File: src/rtl/uart_baud_gen.sv
// -----------------------------------------------------------------------------
// uart_baud_gen
//
// Baud-rate tick generator for the UART datapath. Instead of deriving slow
// clocks it produces single-cycle enable pulses in the sys_clk domain. A
// programmable integer + fractional divisor sets the oversample period. The TX
// bit-rate chain and the RX oversample chain run independently. The RX chain
// can be re-phased to a start-bit edge with rx_sync.
//
// Period of one oversample interval, per chain:
//   period = max(active_int, 2) + carry
//   carry  = carry-out of (frac_acc + active_frac), taken at each reload
// The long-run average period is therefore int + frac / 2^FRAC_W cycles.
//
// Optional feature macro: UART_LEGACY_CLK_EN
//   When defined, adds uart_tx_clk / uart_rx_clk, square waves that toggle on
//   every tx_tick / rx_os_tick and hold their level while en is low.
//
// Ports:
//   sys_clk     in   system clock, rising edge
//   rst         in   asynchronous active-high reset
//   en          in   generator enable; low holds both chains cleared
//   div_int     in   requested integer divisor (oversample period, cycles)
//   div_frac    in   requested fractional divisor (1/2^FRAC_W cycle units)
//   div_load    in   strobe: capture div_int/div_frac into the shadow
//   div_ack     out  pulse: shadow divisor became active
//   tx_tick     out  pulse once per TX bit period (OVS oversample periods)
//   rx_os_tick  out  pulse once per RX oversample period
//   rx_sample   out  pulse at RX bit centre (rx_phase becomes OVS/2)
//   rx_phase    out  RX oversample index within the current bit
//   rx_sync     in   strobe: restart RX chain at phase 0
//   uart_tx_clk out  (UART_LEGACY_CLK_EN only) toggles on tx_tick
//   uart_rx_clk out  (UART_LEGACY_CLK_EN only) toggles on rx_os_tick
// -----------------------------------------------------------------------------
module uart_baud_gen #(
    parameter int DIV_W        = 16,
    parameter int FRAC_W       = 4,
    parameter int OVS          = 16,
    parameter int RST_DIV_INT  = 195,
    parameter int RST_DIV_FRAC = 5
) (
    input  logic                    sys_clk,
    input  logic                    rst,
    input  logic                    en,
    input  logic [DIV_W-1:0]        div_int,
    input  logic [FRAC_W-1:0]       div_frac,
    input  logic                    div_load,
    output logic                    div_ack,
    output logic                    tx_tick,
    output logic                    rx_os_tick,
    output logic                    rx_sample,
    output logic [$clog2(OVS)-1:0]  rx_phase,
    input  logic                    rx_sync
`ifdef UART_LEGACY_CLK_EN
    ,
    output logic                    uart_tx_clk,
    output logic                    uart_rx_clk
`endif
);

    localparam int PH_W = $clog2(OVS);
    localparam logic [DIV_W:0] MIN_PERIOD = (DIV_W+1)'(2);
    localparam logic [PH_W-1:0] PH_LAST   = PH_W'(OVS - 1);
    localparam logic [PH_W-1:0] PH_CENTRE = PH_W'(OVS / 2);

    // Divisor registers: shadow takes loads, active feeds both chains.
    logic [DIV_W-1:0]  act_int_reg;
    logic [FRAC_W-1:0] act_frac_reg;
    logic [DIV_W-1:0]  shd_int_reg;
    logic [FRAC_W-1:0] shd_frac_reg;
    logic              pending_reg;
    logic              div_ack_reg;
    logic              xfer;

    // Chain 0 = TX, chain 1 = RX. Only RX can be restarted externally.
    logic [1:0] restart;
    logic [1:0] period_end;

    assign restart[0] = 1'b0;
    assign restart[1] = rx_sync;

    // -------------------------------------------------------------------------
    // Period counters. cnt_reg counts down to 1; the edge that sees 1 is the
    // period end and reloads. cnt_reg == 0 only right after reset / disable,
    // so the first enabled edge reloads without a tick and the first period
    // ends exactly `period` edges later.
    // -------------------------------------------------------------------------
    generate
        for (genvar gi = 0; gi < 2; gi++) begin : g_chain
            logic [DIV_W:0]  cnt_reg;
            logic [FRAC_W-1:0] acc_reg;
            logic [FRAC_W:0] acc_sum;
            logic [DIV_W:0]  base_period;

            assign acc_sum     = {1'b0, acc_reg} + {1'b0, act_frac_reg};
            assign base_period = (act_int_reg < DIV_W'(2)) ? MIN_PERIOD
                                                           : {1'b0, act_int_reg};
            assign period_end[gi] = en && !restart[gi] &&
                                    (cnt_reg == (DIV_W+1)'(1));

            always_ff @(posedge sys_clk or posedge rst) begin
                if (rst) begin
                    cnt_reg <= '0;
                    acc_reg <= '0;
                end else if (!en) begin
                    cnt_reg <= '0;
                    acc_reg <= '0;
                end else if (restart[gi]) begin
                    // Accumulator restarts from zero, so no carry this period.
                    cnt_reg <= base_period;
                    acc_reg <= act_frac_reg;
                end else if (cnt_reg <= (DIV_W+1)'(1)) begin
                    cnt_reg <= base_period + {{DIV_W{1'b0}}, acc_sum[FRAC_W]};
                    acc_reg <= acc_sum[FRAC_W-1:0];
                end else begin
                    cnt_reg <= cnt_reg - (DIV_W+1)'(1);
                end
            end
        end
    endgenerate

    // -------------------------------------------------------------------------
    // TX: oversample index, tick on wrap OVS-1 -> 0.
    // -------------------------------------------------------------------------
    logic [PH_W-1:0] tx_idx_reg;
    logic            tx_tick_reg;

    always_ff @(posedge sys_clk or posedge rst) begin
        if (rst) begin
            tx_idx_reg  <= '0;
            tx_tick_reg <= 1'b0;
        end else if (!en) begin
            tx_idx_reg  <= '0;
            tx_tick_reg <= 1'b0;
        end else begin
            tx_tick_reg <= 1'b0;
            if (period_end[0]) begin
                if (tx_idx_reg == PH_LAST) begin
                    tx_idx_reg  <= '0;
                    tx_tick_reg <= 1'b1;
                end else begin
                    tx_idx_reg <= tx_idx_reg + PH_W'(1);
                end
            end
        end
    end

    // -------------------------------------------------------------------------
    // RX: phase counter, oversample tick, bit-centre sample strobe.
    // rx_sync clears the phase and suppresses any coincident tick.
    // -------------------------------------------------------------------------
    logic [PH_W-1:0] rx_phase_reg;
    logic [PH_W-1:0] rx_phase_next;
    logic            rx_os_tick_reg;
    logic            rx_sample_reg;

    assign rx_phase_next = rx_phase_reg + PH_W'(1);

    always_ff @(posedge sys_clk or posedge rst) begin
        if (rst) begin
            rx_phase_reg   <= '0;
            rx_os_tick_reg <= 1'b0;
            rx_sample_reg  <= 1'b0;
        end else if (!en || rx_sync) begin
            rx_phase_reg   <= '0;
            rx_os_tick_reg <= 1'b0;
            rx_sample_reg  <= 1'b0;
        end else begin
            rx_os_tick_reg <= period_end[1];
            rx_sample_reg  <= period_end[1] && (rx_phase_next == PH_CENTRE);
            if (period_end[1]) begin
                rx_phase_reg <= rx_phase_next;
            end
        end
    end

    // -------------------------------------------------------------------------
    // Divisor handshake. A pending shadow becomes active at a TX period end
    // (or immediately next cycle while disabled). The reload on that same
    // edge still uses the old active value, so a running period is never
    // altered. A load on the transfer edge re-arms pending with the new value.
    // -------------------------------------------------------------------------
    assign xfer = pending_reg && (!en || period_end[0]);

    always_ff @(posedge sys_clk or posedge rst) begin
        if (rst) begin
            act_int_reg  <= DIV_W'(RST_DIV_INT);
            act_frac_reg <= FRAC_W'(RST_DIV_FRAC);
            shd_int_reg  <= DIV_W'(RST_DIV_INT);
            shd_frac_reg <= FRAC_W'(RST_DIV_FRAC);
            pending_reg  <= 1'b0;
            div_ack_reg  <= 1'b0;
        end else begin
            div_ack_reg <= 1'b0;
            if (xfer) begin
                act_int_reg  <= shd_int_reg;
                act_frac_reg <= shd_frac_reg;
                pending_reg  <= 1'b0;
                div_ack_reg  <= 1'b1;
            end
            if (div_load) begin
                shd_int_reg  <= div_int;
                shd_frac_reg <= div_frac;
                pending_reg  <= 1'b1;
            end
        end
    end

`ifdef UART_LEGACY_CLK_EN
    // Legacy square-wave clocks: toggle on the same edge that raises the tick.
    logic uart_tx_clk_reg;
    logic uart_rx_clk_reg;

    always_ff @(posedge sys_clk or posedge rst) begin
        if (rst) begin
            uart_tx_clk_reg <= 1'b0;
            uart_rx_clk_reg <= 1'b0;
        end else begin
            if (period_end[0] && (tx_idx_reg == PH_LAST)) begin
                uart_tx_clk_reg <= !uart_tx_clk_reg;
            end
            if (period_end[1]) begin
                uart_rx_clk_reg <= !uart_rx_clk_reg;
            end
        end
    end

    assign uart_tx_clk = uart_tx_clk_reg;
    assign uart_rx_clk = uart_rx_clk_reg;
`endif

    assign div_ack    = div_ack_reg;
    assign tx_tick    = tx_tick_reg;
    assign rx_os_tick = rx_os_tick_reg;
    assign rx_sample  = rx_sample_reg;
    assign rx_phase   = rx_phase_reg;

endmodule

File: config.mk
export PLATFORM = sky130hd
export DESIGN_NAME = uart_baud_gen
export DESIGN_NICKNAME = d
export VERILOG_FILES = /design/src/rtl/uart_baud_gen.sv
export SDC_FILE = /design/constraint.sdc
export NUM_CORES = 1
export LEC_CHECK = 0
export ABC_AREA = 1
export CAP_MARGIN = 15
export CORE_ASPECT_RATIO = 0.5
export CORE_MARGIN = 10
export CORE_UTILIZATION = 55
export CTS_BUF_LIST = sky130_fd_sc_hd__clkbuf_16
export DETAILED_ROUTE_END_ITERATION = 10
export PLACE_DENSITY = 0.78
export SYNTH_ARGS = -nofsm -noshare
export SYNTH_HDL_FRONTEND = slang
export SYNTH_SLANG_ARGS = --single-unit
File: constraint.sdc
create_clock -name sys_clk -period 3.4 [get_ports sys_clk]
set_input_delay 0.68 -clock sys_clk [delete_from_list [all_inputs] [get_ports sys_clk]]
set_output_delay 0.68 -clock sys_clk [all_outputs]
set_load 0.1 [all_outputs]
==> results of run 1 <==
==> worst max-delay path, stage by stage, from the launching register on <==
cell and delay (ns):
dfstp_2 0.56, ha_1 0.17, inv_1 0.05, fa_1 0.40
o21ai_0 0.34, ha_1 0.25, ha_1 0.24, nand3_1 0.14
nor2_1 0.22, nand3_1 0.10, nand2_1 0.07, nand2_1 0.05
nand2_1 0.05, nand3_1 0.08, nand2_1 0.06, inv_1 0.03
==> kinds of logic (layout without fill, tap and decap cells) <==
| family | after synthesis | after routing | synth area share, % |
|---|---|---|---|
| and+or+nand+nor | 406 | 406 | 29.22 |
| DFF | 95 | 95 | 40.31 |
| adders and majority gates | 21 | 21 | 4.681 |
| buffers and inverters | 122 | 153 | 8.897 |
| AOI/OAI and AO/OA | 116 | 116 | 10.94 |
| xor gates and xnor gates | 38 | 38 | 5.608 |
| muxes | 2 | 2 | 0.3374 |
==> power groups by stage <==
stage | logic [mW] | clock network, mW | registers, mW
6_report | 1.68 | 1.11 | 1.64
5_1_grt | 1.92 | 1.18 | 1.67
4_1_cts | 1.67 | 1.13 | 1.64
3_5_place_dp | 1.65 | 0 | 1.65
3_3_place_gp | 1.60 | 0 | 1.64
2_1_floorplan | 1.36 | 0 | 1.56
==> final timing paths <==
path	to	slack (ns)	depth (start not counted)
max	g_chain[1].cnt_reg[14]	0.47	15
max reg2reg	g_chain[1].cnt_reg[14]	0.47	15
min	shd_int_reg[1]	0.47	2
max in group asynchronous	act_frac_reg[0]	2.01	3
min reg2reg	shd_int_reg[1]	0.47	2
min in group asynchronous	shd_int_reg[4]	0.72	2
==> stage by stage <==
| stage | hold WS, ns | instances | utilization [%] | power (mW) | setup slack (ns) |
|---|---|---|---|---|---|
| after global placement | 0.4616 | 954 | 60.86 | 3.249 | 0.5971 |
| after global routing | 0.4930 | 971 | 64.17 | 4.775 | 0.1927 |
| final | 0.4727 | 971 | 64.17 | 4.433 | 0.4682 |
| after floorplan | 0.4459 | 800 | - | 2.926 | 0.2628 |
| after detailed placement | 0.4659 | 954 | 60.86 | 3.302 | 0.5410 |
| after CTS | 0.4788 | 970 | 64.02 | 4.427 | 0.5180 |
==> layout by cell type, fill, tap and decap left out, types with 3 or more instances in the layout <==
cell,instances
o21ai_1,15
buf_4,9
nor2_1,95
o21ai_2,14
nor3_1,3
inv_2,6
inv_1,91
nand2_1,221
dfstp_2,12
xnor2_1,7
nand2_2,4
clkbuf_16,9
dfrtp_1,83
clkdlybuf4s50_1,27
ha_1,19
nand3_1,49
nand4_1,14
xor2_1,31
a21oi_1,22
nor2_2,10
o21ai_0,59
==> routing by layer <==
| layer | GRT usage, % | routed length (um) |
|---|---|---|
| met1 | 25.87 | 6910 |
| met2 | 31.12 | 6419 |
| met3 | 4.428 | 1070 |
| met4 | 4.578 | 176 |
| met5 | 0 | 0 |
==> layout make-up <==
type | count | area, sq um | share of cell area, %
multi-input cells | 583 | 3014 | 45.26
flip-flops and latches | 95 | 2392 | 35.93
inverters | 99 | 376.6 | 5.656
clock inverters | 7 | 102.6 | 1.541
repair buffers | 38 | 372.9 | 5.599
well taps | 140 | 175.2 | 2.631
clock buffers | 9 | 225.2 | 3.382
==> results by group, run 1 <==
Outcome
  – Status: complete, no violations

Logic synthesis
  – Seq/Total Area, Yosys: 40.31%
  – Syn_nets: 846
  – Most frequent cell after synthesis: nand2_1
  – Synth area leader: dfrtp_1
  – Syn. warnings: 0
  – Synth Instances: 800
  – Yosys top cell area share: 35.00%
  – Post-synthesis register bit count: 95
  – Leading post-synthesis cells by cell area: dfrtp_1 35%, nand2_1 14%, nor2_1 6.0%
  – Cell variety after synth: 39
  – Synth cell count leaders: 221 x nand2_1, 95 x nor2_1, 91 x inv_1
  – Syn Area/Cell: 7.418 sq um
  – Asr flop ratio synth: 100.0%
  – Post-synth EDFFs: 0
  – Synthesized area: 5934 sq um
  – Post-synth top flop: dfrtp_1

GRT
  – GRT overflow: 0
  – Vias in the first global route: 5092
  – Largest net degree at the start of global routing: 43
  – GRT Util Overall: 19.29%
  – Initial antenna violation count: 0
  – First-pass GRT wire length: 25140 um

Job
  – Max_cap viols: 0

Placement
  – Port-buffer cells: 32
  – HPWL after DPL: 11040 um
  – Post-place instance area: 6316 sq um
  – Routability cong.: 0.9973

Cells and area
  – # nets final: 872
  – Proportion of layout cells with a drive suffix above 1: 9.747%
  – Area Overhead vs Synth: 12.21%
  – Ant. Diodes: 0
  – Post-layout instance area: 6659 sq um
  – Fill cells: 934
  – Max reg flops: 34

Timing
  – Tcrit/Tclk final: 86.23%
  – Fmax: 341.1 MHz
  – Final Critical Period: 2.932 ns
  – Slew @ Worst Pin: 0.9670 ns
  – Layout Skew: 0.01015 ns
  – Final Hold Viols: 0
  – Fin. max-slew vios: 0
  – Max-slew headroom: 35.33%
  – Unrepaired setup endpoints after global routing: false
  – Final setup fails: 0
  – Setup TNS: 0 ns

Worst setup path
  – Worst Path Max Fanout: 4
  – Worst reg2reg path startpoint: act_frac_reg[0]
  – Worst setup EP type: flop
  – Critical path origin: act_frac_reg[0]
  – Crit Path Class: flop to flop
  – Startpoint Class: flop
  – CP Data Required Time: 3.64 ns
  – Critical path arrival: 3.17 ns

Clocking
  – Clk_lat worst skew: 0.35 ns
  – Total CTS buffers: 9
  – Clk slew on worst S/H paths: 0.07 ns
  – Number of setup buffers added after CTS: 0
  – CTS max path bufs: 2
  – H-Tree Depth: 3
  – Cts hold-fix bufs: 0
  – CTS tree: yes
  – Post-CTS Resized: 0
  – CTS sink cnt: 95
  – CTS Root Cell: clkbuf_16

Power and ir drop
  – Switching pwr: 1.810 mW
  – Switching Share: 40.83%
  – Combinational Power Share: 37.9%
  – Peak VDD IR: 0.0002646 V
  – Pwr/cell area: 665.7 nW/um^2
  – Clock power share: 25.0%
  – Reg power frac: 37.1%
  – Leak pwr: 3.345 nW
  – Int Pwr: 2.623 mW

Routing
  – Remaining DRCs: 0
  – Antenna-violating nets left: 0
  – WL/cell: 15.01 um
  – Routed WL: 14580 um
  – Routed vias: 5171
  – DRT iter0 DRCs: 400
  – Number of detailed-route iterations in the first pass: 7
  – Vias/cell: 5.325

Die
  – CORE AREA: 10380 sq um
  – Starting Density: 57.19%
  – Io pins: 33
  – Die height: 93.45 um
  – Floorplan row count: 26
  – DIE WIDTH: 166.9 um
  – Die area: 15600 sq um

Min path
  – Hold Startpoint: shd_int_reg[1]
  – Min-delay worst type: flop to flop
Note: power is estimated with default switching activity, not from simulation.
==> run 2: changes to the inputs <==
- CORE_UTILIZATION: 55 -> 45
- PLACE_DENSITY: 0.78 -> 0.67
==> results by group, run 2 (same netlist as run 1, synthesis figures left out) <==
Outcome
  – Status: complete, no violations

Job
  – Max_cap viols: 0 (unchanged)

Timing
  – Final Hold Viols: 0 (unchanged)
  – Unrepaired setup endpoints after global routing: false
  – Fin. max-slew vios: 0 (unchanged)
  – Layout Skew: 0.01173 ns (+0.001583 ns)
  – Tcrit/Tclk final: 87.38% (+1.2 points)
  – Fmax: 336.6 MHz (-1.3%)
  – Slew @ Worst Pin: 0.9756 ns (+0.008561 ns)
  – Final Critical Period: 2.971 ns (+0.03919 ns)
  – Max-slew headroom: 34.76% (-0.57 points)
  – Setup TNS: 0 ns (unchanged)
  – Final setup fails: 0 (unchanged)

Cells and area
  – # nets final: 871 (-0.11%)
  – Max reg flops: 34 (unchanged)
  – Proportion of layout cells with a drive suffix above 1: 9.880% (+0.13 points)
  – Area Overhead vs Synth: 12.33%
  – Most frequent cells in the layout: 221 x nand2_1, 95 x nor2_1, 90 x inv_1, 83 x dfrtp_1, 59 x o21ai_0
  – Post-layout instance area: 6666 sq um (+0.11%)
  – Most common cell after layout, fill and taps aside: nand2_1
  – Fill cells: 1272 (+36%)
  – Ant. Diodes: 0 (unchanged)

Routing
  – Vias/cell: 5.110 (-4.0%)
  – Routed vias: 5110 (-1.2%)
  – Routed WL: 14910 um (+2.3%)
  – Number of detailed-route iterations in the first pass: 5 (-2)
  – WL/cell: 14.91 um (-0.68%)
  – Antenna-violating nets left: 0 (unchanged)
  – DRT iter0 DRCs: 483 (+21%)
  – Remaining DRCs: 0 (unchanged)

Worst setup path
  – Buf+Inv Stages, Crit Path: 2 (unchanged)
  – R2R setup slack: 0.43 ns (-0.04 ns)
  – Largest delay share family, worst path: adder cells
  – Critical Path Slowest Stage Cell: dfstp_2
  – CP Cell Sequence: ha_1 -> inv_1 -> fa_1 -> o21ai_0 -> ha_1 -> ha_1 -> nand3_1 -> nor2_1 -> nand3_1 -> nand2_1 -> nand2_1 -> nand2_1 -> nand3_1 -> nand2_1 -> inv_1
  – Worst Path Max Fanout: 4 (unchanged)
  – Startpoint Class: flop
  – Most common cell on crit path: nand2_1
  – CP Data Required Time: 3.64 ns (about the same)
  – Worst setup EP type: flop
  – Critical path arrival: 3.21 ns (+0.04 ns)
  – CP max stage delay: 0.56 ns (about the same)
  – Crit Path Class: flop to flop

GRT
  – Vias in the first global route: 5038 (-1.1%)
  – GRT Util Overall: 16.80% (-2.5 points)
  – Initial antenna violation count: 0 (unchanged)
  – Largest net degree at the start of global routing: 74 (+72%)
  – GRT overflow: 0 (unchanged)
  – First-pass GRT wire length: 25540 um (+1.6%)

Clocking
  – Total CTS buffers: 9 (unchanged)
  – CTS sink cnt: 95 (unchanged)
  – Cts hold-fix bufs: 0 (unchanged)
  – H-Tree Depth: 3 (unchanged)
  – CTS Root Cell: clkbuf_16
  – Clk slew on worst S/H paths: 0.08 ns (about the same)
  – Post-CTS Resized: 0 (unchanged)
  – CTS tree: yes
  – Number of setup buffers added after CTS: 0 (unchanged)
  – CTS max path bufs: 2 (unchanged)
  – Clk_lat worst skew: 0.35 ns (about the same)

Die
  – DIE WIDTH: 182.4 um (+9.3%)
  – Io pins: 33 (unchanged)
  – Starting Density: 46.46% (-11 points)
  – Die height: 101.2 um (+8.3%)
  – CORE AREA: 12770 sq um (+23%)
  – Floorplan row count: 29 (+12%)
  – Die area: 18460 sq um (+18%)

Placement
  – Port-buffer cells: 32 (unchanged)
  – Routability cong.: 0.9419 (-5.6%)
  – Post-place instance area: 6351 sq um (+0.55%)
  – HPWL after DPL: 11150 um (+1.0%)

Power and ir drop
  – Switching Share: 41.84% (+1.0 points)
  – Combinational Power Share: 38.1% (+0.2 points)
  – Reg power frac: 37.5% (+0.4 points)
  – Final Power: 4.386 mW (-1.1%)
  – Leak pwr: 3.325 nW (-0.59%)
  – Clock power share: 24.4% (-0.6 points)
  – Int Pwr: 2.551 mW (-2.7%)
  – Switching pwr: 1.835 mW (+1.4%)
  – Peak VDD IR: 0.0003156 V (+19%)
  – Pwr/cell area: 657.9 nW/um^2 (-1.2%)

Min path
  – Min-delay worst type: flop to flop
[run 2: cell count changes in the layout (fill, tap and decap cells not counted), sizes merged]
cell | previous run | this run
clkinv | 1 | 3
inv | 102 | 100
bufinv | 2 | 1
clkdlybuf4s50 | 27 | 26
clkinvlp | 1 | 2
[run 2: path summary, 6_finish.rpt]
check / cells past startpoint / from / end
max: 15 / act_frac_reg[0] / g_chain[1].cnt_reg[14]
min: 2 / shd_int_reg[7] / shd_int_reg[7]
max reg2reg: 15 / act_frac_reg[0] / g_chain[1].cnt_reg[14]
min reg2reg: 2 / shd_int_reg[7] / shd_int_reg[7]
max in group asynchronous: 3 / rst / act_int_reg[6]
min in group asynchronous: 2 / rst / shd_frac_reg[3]
[run 2: layout make-up]
cell class	instances	area, sq um	share of cell area (%)
Multi-Input combinational cell	583	3014	45.21
Sequential cell	95	2392	35.89
Inverter	99	376.6	5.649
Timing Repair Buffer	37	355.3	5.330
Clock buffer	9	225.2	3.378
Tap cell	170	212.7	3.191
Clock inverter	7	90.09	1.351
[run 2: per-layer routing]
metal | vias up | global-route usage [%] | part of all wire (%)
met3 | 21 | 3.594 | 5.4
met2 | 128 | 25.67 | 42
met4 | 0 | 5.469 | 1.9
met5 | - | 0 | 0
li1 | 2580 | - | -
met1 | 2381 | 23.31 | 51
[run 2: power by group through the flow]
| stage | Clock, mW | Sequential [mW] | Combinational [mW] |
|---|---|---|---|
| floorplan | 0 | 1.56 | 1.36 |
| global placement | 0 | 1.65 | 1.63 |
| detailed placement | 0 | 1.65 | 1.65 |
| CTS | 1.09 | 1.64 | 1.67 |
| global route | 1.13 | 1.68 | 1.92 |
| finish | 1.07 | 1.64 | 1.67 |
[run 2: metrics by stage]
step	utilization, %	setup slack [ns]	hold WS, ns	std cells
4_1_cts	52.19	0.4721	0.4832	1000
2_1_floorplan	-	0.2628	0.4459	800
5_1_grt	52.19	0.09981	0.4981	1000
3_5_place_dp	49.73	0.5014	0.4644	984
6_report	52.19	0.4290	0.4783	1000
3_3_place_gp	49.73	0.5507	0.4619	984
[run 2: worst register-to-register path, cell delays in order, from the launching register on]
cell     delay (ns)
dfstp_2        0.56
ha_1           0.16
inv_1          0.05
fa_1           0.41
o21ai_0        0.34
ha_1           0.26
ha_1           0.24
nand3_1        0.13
nor2_1         0.23
nand3_1        0.11
nand2_1        0.08
nand2_1        0.05
nand2_1        0.05
nand3_1        0.08
nand2_1        0.07
inv_1          0.03
==> run 3: changes to the inputs <==
- ABC_CLOCK_PERIOD_IN_PS: unset -> 3400
- CORE_ASPECT_RATIO: 0.5 -> unset
- CTS_CLUSTER_SIZE: unset -> 30
==> results by group, run 3 (same netlist as run 1, synthesis figures left out) <==
Outcome
  – Status: complete, no violations

Clocking
  – Cts hold-fix bufs: 0 (unchanged)
  – CTS sink cnt: 95 (unchanged)
  – Clk_lat worst skew: 0.35 ns (about the same)
  – Total CTS buffers: 9 (unchanged)
  – CTS max path bufs: 2 (unchanged)
  – Clk slew on worst S/H paths: 0.07 ns (about the same)
  – CTS Root Cell: clkbuf_16
  – Number of setup buffers added after CTS: 0 (unchanged)
  – H-Tree Depth: 3 (unchanged)
  – CTS tree: yes
  – Post-CTS Resized: 0 (unchanged)

GRT
  – Vias in the first global route: 4867 (-3.4%)
  – Largest net degree at the start of global routing: 50 (-32%)
  – First-pass GRT wire length: 23560 um (-7.7%)
  – Initial antenna violation count: 0 (unchanged)
  – GRT Util Overall: 15.83% (-0.97 points)
  – GRT overflow: 0 (unchanged)

Placement
  – Placed Instances: 986 (+0.20%)
  – HPWL after DPL: 10310 um (-7.5%)
  – Routability cong.: 0.9097 (-3.4%)
  – Port-buffer cells: 32 (unchanged)

Timing
  – Tcrit/Tclk final: 82.69% (-4.7 points)
  – Max-slew headroom: 35.35% (+0.60 points)
  – Unrepaired setup endpoints after global routing: false
  – Fin. max-slew vios: 0 (unchanged)
  – Setup TNS: 0 ns (unchanged)
  – Final Critical Period: 2.811 ns (-0.1595 ns)
  – Layout Skew: 0.006045 ns (-0.005687 ns)
  – Fmax: 355.7 MHz (+5.7%)
  – Slew @ Worst Pin: 0.9667 ns (-0.008919 ns)
  – Final setup fails: 0 (unchanged)
  – Hold WS: 0.4664 ns (-0.01187 ns)
  – Final Hold Viols: 0 (unchanged)

Die
  – Floorplan row count: 41 (+41%)
  – CORE AREA: 12770 sq um (about the same)
  – Starting Density: 46.46% (about the same)
  – Die area: 18180 sq um (-1.5%)
  – Die height: 134.8 um (+33%)
  – Io pins: 33 (unchanged)
  – DIE WIDTH: 134.8 um (-26%)

Routing
  – Number of detailed-route iterations in the first pass: 5 (unchanged)
  – Remaining DRCs: 0 (unchanged)
  – Vias/cell: 4.962 (-2.9%)
  – Routed WL: 13700 um (-8.1%)
  – Antenna-violating nets left: 0 (unchanged)
  – Routed vias: 4972 (-2.7%)
  – WL/cell: 13.68 um (-8.3%)
  – DRT iter0 DRCs: 324 (-33%)

Cells and area
  – Ant. Diodes: 0 (unchanged)
  – Register area: 2392 sq um (unchanged)
  – Proportion of layout cells with a drive suffix above 1: 9.518% (-0.36 points)
  – Multi-input logic area: 3014 sq um (unchanged)
  – Most frequent cells in the layout: 221 x nand2_1, 95 x nor2_1, 90 x inv_1, 83 x dfrtp_1, 59 x o21ai_0
  – Most common cell after layout, fill and taps aside: nand2_1
  – # nets final: 871 (unchanged)
  – Max reg flops: 34 (unchanged)
  – Non-Filler Instances: 1002 (+0.20%)
  – Area Overhead vs Synth: 12.08%
  – Fill cells: 1261 (-0.86%)

Worst setup path
  – Worst setup EP type: flop
  – Critical path arrival: 3.06 ns (-0.15 ns)
  – Crit Path Class: flop to flop
  – Worst Path Max Fanout: 4 (unchanged)
  – Startpoint Class: flop
  – CP Data Required Time: 3.65 ns (about the same)

Power and ir drop
  – Leak pwr: 3.313 nW (-0.37%)
  – Pwr/cell area: 644.8 nW/um^2 (-2.0%)
  – Peak VDD IR: 0.0002909 V (-7.8%)

Job
  – Max_cap viols: 0 (unchanged)

Min path
  – Min-delay worst type: flop to flop
run 3: area by class of cell:
class / instances / area share, %
Clock buffer: 9 / 3.386
Clock inverter: 7 / 1.053
Inverter: 99 / 5.662
Multi-Input combinational cell: 583 / 45.32
Sequential cell: 95 / 35.97
Tap cell: 172 / 3.236
Timing Repair Buffer: 37 / 5.380
run 3: power by group:
group	leakage (nW)	total, mW	switching (mW)	internal, mW
registers	1.21	1.63	0.253	1.37
logic	1.97	1.65	1.06	0.591
clock network	0.138	1.01	0.439	0.570
run 3: through the flow:
step | area (sq um) | utilization (%) | power (mW) | setup slack [ns]
3_5_place_dp | 6356 | 49.76 | 3.284 | 0.6109
5_1_grt | 6651 | 52.07 | 4.643 | 0.2366
4_1_cts | 6651 | 52.07 | 4.309 | 0.5848
3_3_place_gp | 6356 | 49.76 | 3.269 | 0.6823
6_report | 6651 | 52.07 | 4.289 | 0.5885
2_1_floorplan | 5934 | - | 2.926 | 0.2628
run 3: path summary, 6_finish.rpt:
path	from	to	slack [ns]	cells after the start
hold / removal	shd_int_reg[1]	shd_int_reg[1]	0.47	2
min in group asynchronous	rst	act_int_reg[14]	0.77	2
hold reg to reg	shd_int_reg[1]	shd_int_reg[1]	0.47	2
max in group asynchronous	rst	act_frac_reg[2]	1.92	3
setup / recovery	act_frac_reg[0]	g_chain[1].cnt_reg[14]	0.59	15
setup reg to reg	act_frac_reg[0]	g_chain[1].cnt_reg[14]	0.59	15
run 3: worst max-delay path: stages (launching register included):
cell,delay [ns]
dfstp_2,0.56
ha_1,0.18
inv_1,0.06
fa_1,0.39
o21ai_0,0.22
ha_1,0.22
ha_1,0.25
nand3_1,0.14
nor2_1,0.24
nand3_1,0.11
nand2_1,0.07
nand2_1,0.05
nand2_1,0.05
nand3_1,0.08
nand2_1,0.07
inv_1,0.03
run 3: layer usage:
layer,share of wire (%),wire (um),track usage (%),up-vias
li1,-,-,-,2579
met1,47,6504,21.59,2256
met2,45,6187,24.13,116
met3,4.9,675,2.819,21
met4,2.4,335,6.530,0
met5,0,0,0,-
